$ cat config.mk
export PLATFORM = sky130hd
export DESIGN_NAME = pipe_mem_arbiter
export DESIGN_NICKNAME = d
export VERILOG_FILES = /design/src/rtl/pipe_mem_arbiter.sv
export SDC_FILE = /design/constraint.sdc
export NUM_CORES = 1
export LEC_CHECK = 0
export CAP_MARGIN = 20
export CORE_UTILIZATION = 44
export DETAILED_ROUTE_END_ITERATION = 6
export PLACE_DENSITY_LB_ADDON = 0.2
export SLEW_MARGIN = 20
export SYNTH_ARGS = -nofsm -noshare
export SYNTH_HDL_FRONTEND = slang
export SYNTH_SLANG_ARGS = --single-unit
export TNS_END_PERCENT = 5
$ cat constraint.sdc
create_clock -name clk -period 3.7 [get_ports clk]
set_clock_uncertainty 0.05 [all_clocks]
set_input_delay 0.74 -clock clk [delete_from_list [all_inputs] [get_ports clk]]
set_output_delay 0.74 -clock clk [all_outputs]
set_load 0.03 [all_outputs]
$ cat src/rtl/pipe_mem_arbiter.sv
// pipe_mem_arbiter: shares one single-port synchronous RAM between the IF stage
// (fetch, read-only) and the MEM stage (load/store). MEM has priority over IF.
// A port is never re-granted in the cycle its ready pulse is high.
// Optional IF starvation guard: define PIPE_MEM_ARB_STARVE_GUARD_EN.
module pipe_mem_arbiter #(
    parameter int unsigned ADDR_W     = 32,
    parameter int unsigned DATA_W     = 32,
    parameter int unsigned WAIT_CYC   = 2,
    parameter int unsigned STARVE_MAX = 4
) (
    input  logic              clk,
    input  logic              rst,
    // IF stage
    input  logic              if_req,
    input  logic [ADDR_W-1:0] if_addr,
    output logic [DATA_W-1:0] if_rdata,
    output logic              if_ready,
    // MEM stage
    input  logic              mem_req,
    input  logic              mem_we,
    input  logic [ADDR_W-1:0] mem_addr,
    input  logic [DATA_W-1:0] mem_wdata,
    output logic [DATA_W-1:0] mem_rdata,
    output logic              mem_ready,
    // RAM side
    output logic              ram_en,
    output logic              ram_we,
    output logic [ADDR_W-1:0] ram_addr,
    output logic [DATA_W-1:0] ram_wdata,
    input  logic [DATA_W-1:0] ram_rdata,
    // Hazard / status
    output logic              stall_if,
    output logic              stall_mem,
    output logic              busy
);

    localparam int unsigned     CNT_W    = (WAIT_CYC > 1) ? $clog2(WAIT_CYC) : 1;
    localparam logic [CNT_W-1:0] CNT_LOAD = CNT_W'(WAIT_CYC - 1);
    localparam logic            OWN_IF   = 1'b0;
    localparam logic            OWN_MEM  = 1'b1;

    typedef enum logic [1:0] {
        S_IDLE   = 2'd0,
        S_ACCESS = 2'd1,
        S_RESP   = 2'd2
    } state_e;

    state_e            state_q, state_d;
    logic [CNT_W-1:0]  cnt_q, cnt_d;
    logic              owner_q, owner_d;
    logic              ram_en_q, ram_en_d;
    logic              ram_we_q, ram_we_d;
    logic [ADDR_W-1:0] ram_addr_q, ram_addr_d;
    logic [DATA_W-1:0] ram_wdata_q, ram_wdata_d;
    logic [DATA_W-1:0] if_rdata_q, if_rdata_d;
    logic [DATA_W-1:0] mem_rdata_q, mem_rdata_d;
    logic              if_ready_q, if_ready_d;
    logic              mem_ready_q, mem_ready_d;
    logic              busy_q, busy_d;

    logic arb_win_c;
    logic if_elig_c;
    logic mem_elig_c;
    logic force_if_c;
    logic grant_mem_c;
    logic grant_if_c;

    // Arbitration: a port whose ready is high this cycle counts as already served
    assign arb_win_c   = (state_q == S_IDLE) || (state_q == S_RESP);
    assign if_elig_c   = if_req  & ~if_ready_q;
    assign mem_elig_c  = mem_req & ~mem_ready_q;
    assign grant_mem_c = arb_win_c & mem_elig_c & ~force_if_c;
    assign grant_if_c  = arb_win_c & if_elig_c & ~grant_mem_c;

`ifdef PIPE_MEM_ARB_STARVE_GUARD_EN
    localparam int unsigned STV_W = $clog2(STARVE_MAX + 1);
    localparam logic [STV_W-1:0] STV_MAX = STV_W'(STARVE_MAX);

    logic [STV_W-1:0] starve_q, starve_d;

    // Force an IF grant once MEM has won STARVE_MAX times while IF waited
    assign force_if_c = if_elig_c & (starve_q == STV_MAX);

    // Starvation counter: counts MEM wins over a pending IF, cleared by an IF grant
    always_comb begin
        starve_d = starve_q;
        if (grant_if_c) begin
            starve_d = '0;
        end else if (grant_mem_c && if_elig_c && (starve_q != STV_MAX)) begin
            starve_d = starve_q + STV_W'(1);
        end
    end

    // Starvation counter register
    always_ff @(posedge clk or negedge rst) begin
        if (!rst) begin
            starve_q <= '0;
        end else begin
            starve_q <= starve_d;
        end
    end
`else
    // Strict MEM priority; IF is never forced ahead
    assign force_if_c = 1'b0;
`endif

    // Next-state and registered-output logic for the access sequencer
    always_comb begin
        state_d     = state_q;
        cnt_d       = cnt_q;
        owner_d     = owner_q;
        ram_en_d    = 1'b0;
        ram_we_d    = 1'b0;
        ram_addr_d  = ram_addr_q;
        ram_wdata_d = ram_wdata_q;
        if_rdata_d  = if_rdata_q;
        mem_rdata_d = mem_rdata_q;
        if_ready_d  = 1'b0;
        mem_ready_d = 1'b0;

        case (state_q)
            S_IDLE, S_RESP: begin
                state_d = S_IDLE;
                if (grant_mem_c) begin
                    state_d     = S_ACCESS;
                    owner_d     = OWN_MEM;
                    cnt_d       = CNT_LOAD;
                    ram_en_d    = 1'b1;
                    ram_we_d    = mem_we;
                    ram_addr_d  = mem_addr;
                    ram_wdata_d = mem_wdata;
                end else if (grant_if_c) begin
                    state_d     = S_ACCESS;
                    owner_d     = OWN_IF;
                    cnt_d       = CNT_LOAD;
                    ram_en_d    = 1'b1;
                    ram_we_d    = 1'b0;
                    ram_addr_d  = if_addr;
                    ram_wdata_d = '0;
                end
            end
            S_ACCESS: begin
                ram_en_d = 1'b1;
                ram_we_d = ram_we_q;
                cnt_d    = cnt_q - CNT_W'(1);
                if (cnt_q == '0) begin
                    // Last RAM cycle: capture read data and schedule the ready pulse
                    state_d  = S_RESP;
                    ram_en_d = 1'b0;
                    ram_we_d = 1'b0;
                    cnt_d    = '0;
                    if (owner_q == OWN_MEM) begin
                        mem_ready_d = 1'b1;
                        if (!ram_we_q) begin
                            mem_rdata_d = ram_rdata;
                        end
                    end else begin
                        if_ready_d = 1'b1;
                        if_rdata_d = ram_rdata;
                    end
                end
            end
            default: begin
                state_d = S_IDLE;
            end
        endcase

        busy_d = (state_d != S_IDLE);
    end

    // State and output registers; reset abandons any transfer in flight
    always_ff @(posedge clk or negedge rst) begin
        if (!rst) begin
            state_q     <= S_IDLE;
            cnt_q       <= '0;
            owner_q     <= OWN_IF;
            ram_en_q    <= 1'b0;
            ram_we_q    <= 1'b0;
            ram_addr_q  <= '0;
            ram_wdata_q <= '0;
            if_rdata_q  <= '0;
            mem_rdata_q <= '0;
            if_ready_q  <= 1'b0;
            mem_ready_q <= 1'b0;
            busy_q      <= 1'b0;
        end else begin
            state_q     <= state_d;
            cnt_q       <= cnt_d;
            owner_q     <= owner_d;
            ram_en_q    <= ram_en_d;
            ram_we_q    <= ram_we_d;
            ram_addr_q  <= ram_addr_d;
            ram_wdata_q <= ram_wdata_d;
            if_rdata_q  <= if_rdata_d;
            mem_rdata_q <= mem_rdata_d;
            if_ready_q  <= if_ready_d;
            mem_ready_q <= mem_ready_d;
            busy_q      <= busy_d;
        end
    end

    assign if_rdata  = if_rdata_q;
    assign if_ready  = if_ready_q;
    assign mem_rdata = mem_rdata_q;
    assign mem_ready = mem_ready_q;
    assign ram_en    = ram_en_q;
    assign ram_we    = ram_we_q;
    assign ram_addr  = ram_addr_q;
    assign ram_wdata = ram_wdata_q;
    assign busy      = busy_q;

    // Stalls follow the request combinationally and release in the ready cycle
    assign stall_if  = if_req  & ~if_ready_q;
    assign stall_mem = mem_req & ~mem_ready_q;

endmodule

# Word-level counts from Yosys, hierarchy flattened
# Index checks and enable logic that the tools add are counted.
# totals
register_bits,137
input_bits,133
# classes
add_sub_neg,1
n_eq_ne,4
mux,27
n_bitwise,11
reduce_logical,10
# op_table
cell,count
$mux W32,4
$mux W1,18
$not A1 Y1,6
$pmux W1 S2,3
$reduce_bool A2 Y1,3
$and A1 B1 Y1,5
$pmux W2 S2,1
$reduce_and A2 Y1,2
$reduce_and A4 Y1,1
$ne A3 B3 Y1 const B,1
$reduce_and A3 Y1,1
$eq A2 B1 Y1 const B,1
$eq A2 B2 Y1 const B,1
$logic_not A2 Y1,1
$mux W2,1
$ne A2 B2 Y1 const B,1
$reduce_or A2 Y1,1
$logic_or A1 B1 Y1,1
$sub A1 B1 Y1 const B,1

# Depth between registers and ports, before layout
# logic_depth
word_depth,9
ltp_mapped,6
mapped_depth_nobuf,3

# Worst setup path after synthesis
# OpenSTA, ideal clock, no wires.
# synth_path
path_kind,input-to-output
startpoint,input mem_req
endpoint,output stall_mem
arrival_time_ns,1.469
required_time_ns,2.910
path_slack_ns,1.441
path_stages,3
n_path_buf,2
path_cell_list,nor2b_1 buf_2 clkbuf_1
# synth_via
elab_chain_cells,1
# synth_rtl
item,line_no,source
"start, declared",19,"input logic mem_req,"
$and A1 B1 Y1,214,assign stall_mem = mem_req & ~mem_ready_q;
"end, declared",33,"output logic stall_mem,"
# No other way between the ends.

# Worst setup path after layout
# layout_path
startpoint,input if_req
endpoint,output stall_if
# layout_via
elab_chain_cells,1
# layout_rtl
item,line_no,source
"start, declared",14,"input logic if_req,"
$and A1 B1 Y1,213,assign stall_if = if_req & ~if_ready_q;
"end, declared",32,"output logic stall_if,"
# No other way between the ends.

==> load_flow_metrics.sql <==
INSERT INTO impl_metrics (metric_group, metric, value, unit) VALUES
('run_status', 'run_status', 'finished clean', ''),
('cells_and_area', 'num_antenna_cells', '0', ''),
('power_and_ir_drop', 'power.leakage', '3.90', 'nW'),
('clocking', 'post_cts_setup_repair_buffer_count', '0', ''),
('power_and_ir_drop', 'pwr_density_cell', '1010', 'nW/um^2'),
('power_and_ir_drop', 'max-vdd-ir-drop', '0.626', 'mV'),
('clocking', 'clk_root_buffer_cell', 'sky130_fd_sc_hd__clkbuf_16', ''),
('global_routing', 'grt_remaining_overflow', '0', ''),
('route', 'drtIter0Drc', '223', ''),
('route', 'detail_route.drc_violations', '0', ''),
('timing', 'timing_worst_slew_pin_value', '0.722', 'ns'),
('timing', 'final_max_slew_viol_count', '0', ''),
('clocking', 'tritoncts', 'yes', ''),
('setup_path', 'cp-end-kind', 'output port', ''),
('die', 'die_h', '113', 'um'),
('clocking', 'cts-hold-fix-buffers', '0', ''),
('setup_path', 'critical_path_peak_fanout', '3', ''),
('global_routing', 'grt_max_degree', '75', ''),
('cells_and_area', 'syn2layout_area_growth', '63.3', '%'),
('timing', 'setup-tns-final', '0', 'ns'),
('cells_and_area', 'postLayoutCoreUtil', '0.735', ''),
('synth', 'syn_inst', '412', ''),
('global_routing', 'grt_use_total', '0.251', ''),
('die', 'core-area', '12000', 'um^2'),
('clocking', 'worst_skew_late_latency', '0.41', 'ns'),
('die', 'row_count', '40', ''),
('die', 'starting_utilization_of_the_core_area', '0.450', ''),
('timing', 'timing.final.crit_share', '0.826', ''),
('synth', 'synth-warning-count', '0', ''),
('timing', 'timing.final.crit_period', '3.06', 'ns'),
('placed_design', 'portBuffers', '267', ''),
('timing', 'final-setup-viol-count', '0', ''),
('route', 'route.vias.total', '4366', ''),
('synth', 'synth_area', '5410', 'um^2'),
('run', 'drv.max_cap_violation_count', '0', ''),
('min_path', 'timing.hold.worst.class', 'primary input to asynchronous set/reset pin', ''),
('setup_path', 'critical_path_required_time', '2.91', 'ns'),
('die', 'ios', '268', ''),
('setup_path', 'worstSetupPathType', 'primary input to output port', ''),
('clocking', 'ctsHtreeMaxLevel', '4', ''),
('setup_path', 'critPathArrivalTime', '2.27', 'ns'),
('global_routing', 'first_global_vias', '4650', ''),
('synth', 'ys_ff_latch', '137', ''),
('clocking', 'post_cts_resized', '0', ''),
('cells_and_area', 'final_cell_area', '8830', 'um^2'),
('placed_design', 'routabilityCongestion', '0.757', ''),
('synth', 'synth_cell_type_count', '25', ''),
('timing', 'unrepaired_setup_endpoints_after_global_routing', 'no', ''),
('timing', 'fmax', '0.327', 'GHz'),
('clocking', 'tritoncts.num_buffers', '17', ''),
('route', 'finalWirelength', '15.4', 'mm'),
('synth', 'synth.yosys.seq_area_share', '0.634', ''),
('clocking', 'clock_sinks', '137', ''),
('synth', 'synth_area_per_cell', '13.1', 'um^2'),
('global_routing', 'grt_pass1_wl', '24.5', 'mm'),
('setup_path', 'r2r_slack', '1.69', 'ns'),
('clocking', 'clock_path_buffers', '2', ''),
('die', 'dieWidth', '113', 'um'),
('route', 'ant_nets', '0', ''),
('route', 'detailedRoute.firstPassIterationCount', '4', ''),
('setup_path', 'crit_start_category', 'primary input', ''),
('placed_design', 'placed_cell_area', '8210', 'um^2'),
('global_routing', 'initial_antenna_violation_count', '0', ''),
('timing', 'relSlewSlack', '0.519', ''),
('die', 'area_of_the_die', '12700', 'um^2'),
('route', 'avgViaCountPerCell', '5.21', ''),
('cells_and_area', 'drive_gt1_frac', '0.161', ''),
('setup_path', 'r2r_cells', '4', ''),
('route', 'wire_per_inst', '18.4', 'um'),
('placed_design', 'post-dp-hpwl', '10.7', 'mm'),
('timing', 'finalHoldWorstSlack', '0.275', 'ns'),
('clocking', 'cts.reportedPaths.clkPinSlew', '0.06', 'ns'),
('cells_and_area', 'nets', '811', ''),
('synth', 'synthesis.nets', '545', ''),
('timing', 'number_of_failing_hold_endpoints_at_the_final_stage', '0', '');
==> worst paths after layout <==
kind | startpoint | end
max | if_req | stall_if
min | rst | if_rdata[24]$_DFFE_PN0P_
max reg2reg | state_q[0]$_DFF_PN0_ | mem_rdata[5]$_DFFE_PN0P_
min reg2reg | if_rdata[4]$_DFFE_PN0P_ | if_rdata[4]$_DFFE_PN0P_
max in group asynchronous | rst | ram_wdata[12]$_DFFE_PN0P_
min in group clk | if_rdata[4]$_DFFE_PN0P_ | if_rdata[4]$_DFFE_PN0P_
==> layout by cell type (no fill, tap or decap), types with 2 or more instances in the layout <==
| master | n |
|---|---|
| sky130_fd_sc_hd__a2bb2oi_1 | 2 |
| sky130_fd_sc_hd__nand2b_1 | 2 |
| sky130_fd_sc_hd__nor3_1 | 30 |
| sky130_fd_sc_hd__clkinv_4 | 2 |
| sky130_fd_sc_hd__buf_4 | 10 |
| sky130_fd_sc_hd__mux2_2 | 63 |
| sky130_fd_sc_hd__clkbuf_16 | 17 |
| sky130_fd_sc_hd__dfrtp_1 | 137 |
| sky130_fd_sc_hd__a21oi_1 | 2 |
| sky130_fd_sc_hd__bufinv_16 | 4 |
| sky130_fd_sc_hd__clkinvlp_4 | 4 |
| sky130_fd_sc_hd__clkinv_2 | 2 |
| sky130_fd_sc_hd__a22o_1 | 32 |
| sky130_fd_sc_hd__inv_1 | 61 |
| sky130_fd_sc_hd__o21ai_0 | 2 |
| sky130_fd_sc_hd__nand2_1 | 9 |
| sky130_fd_sc_hd__a221oi_1 | 30 |
| sky130_fd_sc_hd__clkdlybuf4s50_1 | 266 |
| sky130_fd_sc_hd__inv_6 | 2 |
==> Yosys cell counts <==
master	count	area (um^2)
sky130_fd_sc_hd__inv_1	61	229
sky130_fd_sc_hd__a2bb2oi_1	2	17.5
sky130_fd_sc_hd__and2_1	1	6.26
sky130_fd_sc_hd__buf_6	4	45.0
sky130_fd_sc_hd__nor3_1	30	150
sky130_fd_sc_hd__a21oi_1	2	10.0
sky130_fd_sc_hd__nand2b_1	2	12.5
sky130_fd_sc_hd__nand2_1	9	33.8
sky130_fd_sc_hd__or3b_2	1	8.76
sky130_fd_sc_hd__a22o_1	32	280
sky130_fd_sc_hd__mux2_1	1	11.3
sky130_fd_sc_hd__o22ai_1	1	6.26
sky130_fd_sc_hd__o21bai_1	1	7.51
sky130_fd_sc_hd__o21ai_0	2	10.0
sky130_fd_sc_hd__a221oi_1	30	263
sky130_fd_sc_hd__nor4b_4	1	23.8
sky130_fd_sc_hd__buf_1	2	7.51
sky130_fd_sc_hd__clkbuf_1	15	56.3
sky130_fd_sc_hd__nor2_1	1	3.75
sky130_fd_sc_hd__dfrtp_1	137	3430
sky130_fd_sc_hd__nor2b_1	2	12.5
sky130_fd_sc_hd__nor3_4	1	16.3
sky130_fd_sc_hd__nor3b_1	2	15.0
sky130_fd_sc_hd__buf_2	9	45.0
sky130_fd_sc_hd__mux2_2	63	709
==> kinds of logic after synthesis <==
group	Yosys count	share of synthesized area
AOI/OAI and AO/OA	70	0.110
buffers and inverters	91	0.0708
DFF	137	0.634
muxes	64	0.133
and+or+nand+nor	50	0.0523
==> report_power, final <==
| group | internal, mW | switching (mW) |
|---|---|---|
| sequential | 2.23 | 0.408 |
| combinational | 2.01 | 2.48 |
| clock | 1.13 | 0.644 |
| total | 5.37 | 3.53 |
==> sequential cells by signal, indices dropped and copies added, names as in the netlist <==
register,flops
if_ready,1
ram_addr,32
busy,1
state_q,2
mem_rdata,32
ram_we,1
ram_en,1
if_rdata,32
owner_q,1
ram_wdata,32
mem_ready,1
cnt_q,1
==> metal layers <==
layer / vias up / part of all wire / global-route usage
li1: 1976 / - / -
met2: 190 / 0.51 / 0.437
met3: 19 / 0.096 / 0.0996
met5: - / 0 / 0
met1: 2181 / 0.38 / 0.281
met4: 0 / 0.016 / 0.0877
==> per-stage QoR <==
stage               power (mW)  setup slack (ns)  instances
finish                    8.90             0.643        838
global placement          7.03             0.629        806
detailed placement        7.15             0.658        806
floorplan                 5.24              1.44        412
global route              9.33             0.583        838
CTS                       8.98             0.637        838
==> critical path: stages <==
cell                              delay [ns]
sky130_fd_sc_hd__clkdlybuf4s50_1        0.48
sky130_fd_sc_hd__nor2b_1                0.27
sky130_fd_sc_hd__clkdlybuf4s50_1        0.77
==> area by class of cell <==
class / instances / area [um^2]
well taps: 147 / 184
repair buffers: 277 / 2750
clock buffers: 18 / 429
inverters: 61 / 229
flip-flops and latches: 137 / 3430
fillers: 813 / 3180
multi-input cells: 184 / 1620
clock inverters: 14 / 195
(Power assumes the default switching activity.)
